==> config.mk <==
export PLATFORM = sky130hd
export DESIGN_NAME = extremum_tracker
export DESIGN_NICKNAME = d
export VERILOG_FILES = /design/src/rtl/extremum_tracker.sv
export SDC_FILE = /design/constraint.sdc
export NUM_CORES = 1
export LEC_CHECK = 0
export CORE_MARGIN = 4
export CORE_UTILIZATION = 25
export CTS_BUF_LIST = sky130_fd_sc_hd__clkbuf_16
export CTS_CLUSTER_SIZE = 25
export DETAILED_ROUTE_END_ITERATION = 6
export SYNTH_ARGS = -nofsm -noshare
export SYNTH_HDL_FRONTEND = slang
export SYNTH_SLANG_ARGS = --single-unit
==> constraint.sdc <==
create_clock -name clk -period 2.1 [get_ports clk]
set_input_delay 0.42 -clock clk [delete_from_list [all_inputs] [get_ports clk]]
set_output_delay 0.42 -clock clk [all_outputs]
set_load 0.05 [all_outputs]
==> src/rtl/extremum_tracker.sv <==
// Frame-level min/max tracker. It reports the extremum, its position in the frame and
// the sample count over a valid/ready handshake, with all outputs registered.
module extremum_tracker #(
  parameter int WIDTH = 2,
  parameter int CNT_W = 4
) (
  input  logic             clk,
  input  logic             rst_n,
  input  logic             clear,
  input  logic             select,
  input  logic             in_valid,
  output logic             in_ready,
  input  logic [WIDTH-1:0] in_data,
  input  logic             in_last,
  output logic             out_valid,
  input  logic             out_ready,
  output logic [WIDTH-1:0] out_ext,
  output logic [CNT_W-1:0] out_index,
  output logic [CNT_W-1:0] out_count,
  output logic             out_mode
);
  typedef enum logic [1:0] {EMPTY, TRACK, REPORT} state_t;

  localparam logic [CNT_W-1:0] CNT_MAX = '1;

  state_t           state;
  logic [WIDTH-1:0] ext;
  logic [CNT_W-1:0] idx, cnt;
  logic             mode;

  logic             accept, better;
  logic [WIDTH-1:0] f_ext;
  logic [CNT_W-1:0] f_idx, f_cnt;
  logic             f_mode;

  assign accept = in_valid & in_ready;
  assign better = mode ? (in_data > ext) : (in_data < ext);

  // Running values after folding in the current sample. The first sample of a frame seeds them.
  always_comb begin
    f_ext  = ext;
    f_idx  = idx;
    f_cnt  = cnt;
    f_mode = mode;
    if (state == EMPTY) begin
      f_ext  = in_data;
      f_idx  = '0;
      f_cnt  = CNT_W'(1);
      f_mode = select;
    end else begin
      if (better) begin
        f_ext = in_data;
        f_idx = cnt;
      end
      f_cnt = (cnt == CNT_MAX) ? cnt : cnt + 1'b1;
    end
  end

  always_ff @(posedge clk) begin
    if (!rst_n) begin
      state     <= EMPTY;
      in_ready  <= 1'b0;
      out_valid <= 1'b0;
      ext       <= '0;
      idx       <= '0;
      cnt       <= '0;
      mode      <= 1'b0;
      out_ext   <= '0;
      out_index <= '0;
      out_count <= '0;
      out_mode  <= 1'b0;
    end else if (clear) begin
      state     <= EMPTY;
      in_ready  <= 1'b1;
      out_valid <= 1'b0;
    end else begin
      case (state)
        EMPTY, TRACK: begin
          in_ready <= 1'b1;
          if (accept) begin
            ext  <= f_ext;
            idx  <= f_idx;
            cnt  <= f_cnt;
            mode <= f_mode;
            if (in_last) begin
              state     <= REPORT;
              in_ready  <= 1'b0;
              out_valid <= 1'b1;
              out_ext   <= f_ext;
              out_index <= f_idx;
              out_count <= f_cnt;
              out_mode  <= f_mode;
            end else begin
              state <= TRACK;
            end
          end
        end
        REPORT: begin
          if (out_ready) begin
            state     <= EMPTY;
            in_ready  <= 1'b1;
            out_valid <= 1'b0;
          end
        end
        default: begin
          state     <= EMPTY;
          in_ready  <= 1'b1;
          out_valid <= 1'b0;
        end
      endcase
    end
  end
endmodule

# --- Word-level counts from Yosys, hierarchy flattened ---
# Cells that the tools add are included.
word_totals:
  register_bits: 26
  latch_bits: 0
  ram_bits: 0
  rom_bits: 0
  output_inout_bits: 13
  wordCells: 52
  memories: 0
op_classes:
  add_sub_neg: 1
  n_mul: 0
  div: 0
  n_lt_le_gt_ge: 2
  n_eq_ne: 7
  shift: 0
  n_mux: 21
  bitwise_logic: 3
  n_reduce_logical: 7
ops:
  columns: ["operator", "count"]
  rows:
  - ["$mux W4", 4]
  - ["$mux W2", 5]
  - ["$mux W1", 9]
  - ["$ne A2 B2 Y1 const B", 3]
  - ["$reduce_and A3 Y1", 2]
  - ["$add A4 B1 Y4 const B", 1]
  - ["$eq A4 B4 Y1 const B", 1]
  - ["$pmux W1 S2", 2]
  - ["$pmux W2 S2", 1]
  - ["$reduce_and A4 Y1", 1]
  - ["$reduce_or A2 Y1", 2]
  - ["$ne A3 B3 Y1 const B", 1]
  - ["$eq A2 B1 Y1 const B", 1]
  - ["$eq A2 B2 Y1 const B", 1]
  - ["$gt A2 B2 Y1", 1]
  - ["$logic_not A2 Y1", 1]
  - ["$lt A2 B2 Y1", 1]
  - ["$not A1 Y1", 2]
  - ["$reduce_and A2 Y1", 1]
  - ["$and A1 B1 Y1", 1]

# --- Depth between registers and ports, before layout ---
# Gate-level depths: netlist of run 1.
logic_depth:
  depth_word: 4
  ltp_mapped: 7
  ltp_nobuf: 6

# --- Least setup slack after synthesis of run 1 ---
# No wires, ideal clock.
synth_timing:
  kind: "input -> register"
  start: "input port in_data[1]"
  end: "register idx[0]"
  t_arrival_ns: 1.756
  required_ns: 2.024
  slack_ns: 0.267
  path_stages: 6
  n_path_buf: 1
  cell_sequence: "ha_1 -> nor2b_4 -> or3_1 -> buf_6 -> a211o_1 -> o22ai_1"
synth_via:
  elab_chain_cells: 4
  word_cells_on_any_way: 5
synth_rtl:
  columns: ["item", "line_no", "rtl"]
  rows:
  - ["start: declaration", "13", "input logic [WIDTH-1:0] in_data,"]
  - ["$lt A2 B2 Y1 / $gt A2 B2 Y1 (equally long branches)", "37", "assign better = mode ? (in_data > ext) : (in_data < ext);"]
  - ["$mux W1 *", "37", null]
  - ["$mux W4 *", "51", "if (better) begin"]
  - ["$mux W4 *", "45", "if (state == EMPTY) begin"]
  - ["end signal: assignment", "82", "idx <= f_idx;"]
  - ["end: declaration", "28", "logic [CNT_W-1:0] idx, cnt;"]
# Every way passes the cells marked *; elsewhere a longest branch is shown, timed or not.
# A chain may end at the register's enable or synchronous reset.

# --- Final worst setup path of run 1 ---
layout_timing:
  start: "input port in_data[1]"
  end: "register ext[1]"
layout_via:
  elab_chain_cells: 4
  word_cells_on_any_way: 5
layout_rtl:
  columns: ["item", "line_no", "rtl"]
  rows:
  - ["$lt A2 B2 Y1 / $gt A2 B2 Y1 (equally long branches)", "37", null]
  - ["$mux W1", "37", null]
  - ["$mux W2", "51", null]
  - ["$mux W2 *", "45", null]
  - ["end signal: assignment", "81", "ext <= f_ext;"]
  - ["end: declaration", "27", "logic [WIDTH-1:0] ext;"]
# Marks and branches as above.

==> results of run 1 <==
==> metal layers <==
layer  up-vias  track usage (%)  routed length [um]
met5         -                0                   0
met4         0             3.61                  39
met3         4             2.37                 116
met2        27             13.4                1180
met1       519             14.6                1610
li1        613                -                   -
==> cells by family (layout without fill, tap and decap cells) <==
group / Yosys count / count (layout) / share of synthesized area [%]
buffers and inverters: 11 / 40 / 3.92
AND/OR/NAND/NOR: 70 / 70 / 27.7
adder cells (fa/ha/maj): 3 / 3 / 2.94
AO/OA/AOI/OAI: 38 / 38 / 20.8
XOR/XNOR: 1 / 1 / 0.686
multiplexers: 4 / 4 / 3.23
flip-flops: 26 / 26 / 40.7
==> state kept, by name, indices dropped and copies added (netlist names) <==
signal	cells
mode	1
out_count	4
out_mode	1
in_ready	1
state	2
cnt	4
ext	2
out_index	4
out_valid	1
idx	4
out_ext	2
==> placed cells by master (no fill, tap or decap), types with 2 or more instances in the layout <==
cell type         n
ha_1              3
o21ai_0           7
a31oi_1           3
o211ai_1          4
a311oi_1          3
nand3_1          11
nand2_1          31
nor2b_1           2
o22ai_1           6
nor2_1           10
a21oi_1           6
a211oi_1          2
mux2i_1           3
buf_4            11
inv_1             4
dfxtp_1          26
clkbuf_16         3
nand4_1           4
a21boi_0          2
clkdlybuf4s50_1  21
==> where the power goes <==
part | internal [uW] | total, uW | switching, uW
Combinational | 57.1 | 128 | 71.3
Clock | 379 | 557 | 177
Sequential | 501 | 512 | 10.7
Total | 938 | 1200 | 259
==> through the flow <==
| stage | instance area [um2] | setup WS, ns | total power (uW) | instances |
|---|---|---|---|---|
| final | 1730 | 0.121 | 1200 | 249 |
| after global routing | 1730 | -0.00689 | 1240 | 249 |
| after CTS | 1720 | 0.00309 | 1210 | 249 |
| after detailed placement | 1620 | -0.269 | 650 | 245 |
| after global placement | 1620 | -0.230 | 649 | 245 |
| after floorplan | 1280 | 0.267 | 599 | 153 |
==> synthesized netlist by cell type, types with 3 or more instances <==
cell type | count | share of area (%)
a21oi_1 | 6 | 2.4
a311oi_1 | 3 | 2.1
a31oi_1 | 3 | 1.5
clkbuf_1 | 5 | 1.5
dfxtp_1 | 26 | 41
ha_1 | 3 | 2.9
inv_1 | 4 | 1.2
mux2i_1 | 3 | 2.4
nand2_1 | 31 | 9.1
nand3_1 | 11 | 4.3
nand4_1 | 4 | 2.0
nor2_1 | 10 | 2.9
o211ai_1 | 4 | 2.4
o21ai_0 | 7 | 2.7
o22ai_1 | 6 | 2.9
==> what timing repair did <==
item                                    in CTS  in global routing
setup buffers                                0                  0
endpoints found under the setup margin       0                  8
resized for setup                            0                  1
==> worst max path at each step <==
stage	end	depth (start not counted)	start
CTS	idx[0]	6	in_data[1]
global placement	idx[3]	6	in_data[1]
detailed placement	idx[0]	6	in_data[1]
finish	ext[1]	6	in_data[1]
floorplan	idx[0]	6	in_data[1]
global route	idx[0]	8	in_data[1]
==> critical path, stage by stage <==
cell and delay, ns:
clkdlybuf4s50_1 0.42, ha_1 0.31, nor2b_4 0.13, or3_4 0.37, a31oi_4 0.30, mux2i_1 0.21
==> final cells by class <==
type	instances	area (um2)
Sequential cell	26	520
Multi-Input combinational cell	116	712
Timing Repair Buffer	32	293
Fill cell	502	3120
Clock inverter	1	30.0
Clock buffer	3	75.1
Tap cell	67	83.8
Inverter	4	15.0
==> impl_metrics.json, run 1 <==
{
  "worst_hold_startpoint": "out_count[3]",
  "timing.rr.end": "ext[1]",
  "worstSkewPairLatency_ns": 0.26,
  "remaining_drc_errors": 0,
  "hold_buffers": 0,
  "grt_pass1_vias": 1022,
  "count_of_port_buffers_added_during_placement": 21,
  "cts_max_level": 1,
  "fp.dieW_um": 79.5,
  "leakage_uw": 0.000604,
  "flop_and_latch_count_out_of_synthesis": 26,
  "global_route_wire_length_before_repair_um": 4930,
  "die-area_um2": 6320,
  "timing.final.crit_period_ns": 1.98,
  "r2r_cells": 6,
  "hold_path_depth": 2,
  "yosysUniqueCellTypes": 39,
  "timing.critical_path.from_type": "input port",
  "clock-root-buffer": "clkbuf_16",
  "drt_pass_1_iters": 4,
  "clk_pin_slew_ns": 0.07,
  "clockBufferDepth": 2,
  "routedWlPerCell_um": 11.8,
  "synth_seq_area_share_pct": 40.7,
  "layout-drive-gt1-share_pct": 13.7,
  "critPathKind": "in2reg",
  "cp_max_fo": 7,
  "vdd_ir_drop_max_mv": 0.362,
  "skew_ns": 0.00194,
  "syn_to_final_growth_pct": 35.4,
  "slew_headroom_pct": 66.6,
  "hold_class": "reg2reg",
  "syn_avg_cell_area_um2": 8.35,
  "yosysWarningCount": 0,
  "final_weighted_congestion_in_routability_driven_placement": 0.764,
  "tightest_slew_ns": 0.500,
  "row_count": 25,
  "setup_slack_on_the_worst_flop_to_flop_path_ns": 0.31,
  "setup.worst_path.end_class": "register",
  "die_height_um": 79.5,
  "setup_viol": 0,
  "grt.overflow.total": 0,
  "num_antenna_cells": 0,
  "postSynth.asyncResetShare_pct": 0,
  "clock-sinks": 26,
  "routed_antenna_nets": 0,
  "tritoncts": "built",
  "detail_route.vias_per_cell": 4.67,
  "grt_max_degree": 30,
  "synth_flop_cell": "dfxtp_1",
  "synth_enable_flop_cells": 0,
  "tritoncts.num_buffers": 3,
  "fin_nets": 195,
  "hold_viol": 0,
  "syn-num-nets": 165,
  "gr-usage-all-layers_pct": 9.83,
  "final-max-slew-violation-count": 0,
  "post-dp-hpwl_um": 2150,
  "timing.final.crit_share_pct": 94.2,
  "power_per_cell_area_nw_per_um2": 692,
  "final_core_utilization_pct": 35.7,
  "fp.coreArea_um2": 4850,
  "regToRegStartpoint": "ext[1]",
  "routed_wirelength_um": 2940,
  "worst_hold_path.endpoint": "out_count[3]",
  "timing.fmax_ghz": 0.505,
  "max_cap_violations": 0,
  "post_synth_instance_area_um2": 1280,
  "critPathRequiredTime_ns": 2.29,
  "worst_hold_slack_ns": 0.460,
  "grt_antenna_before_repair": 0,
  "ioPinCount": 22,
  "netlist_instances": 153,
  "num_vias": 1163,
  "cp_data_arrival_time_ns": 2.17,
  "drt_iter0_drc": 88,
  "setup_tns_ns": 0,
  "initial_utilization_pct": 26.3,
  "outcome": "complete, no violations"
}
No activity file was read; power rests on OpenSTA's default activity.
==> inputs of run 2 (changes only) <==
Settings changed: TNS_END_PERCENT set to 20.
==> results of run 2 <==
Same layout as run 1: the final DEF is identical, and so are final timing and power.
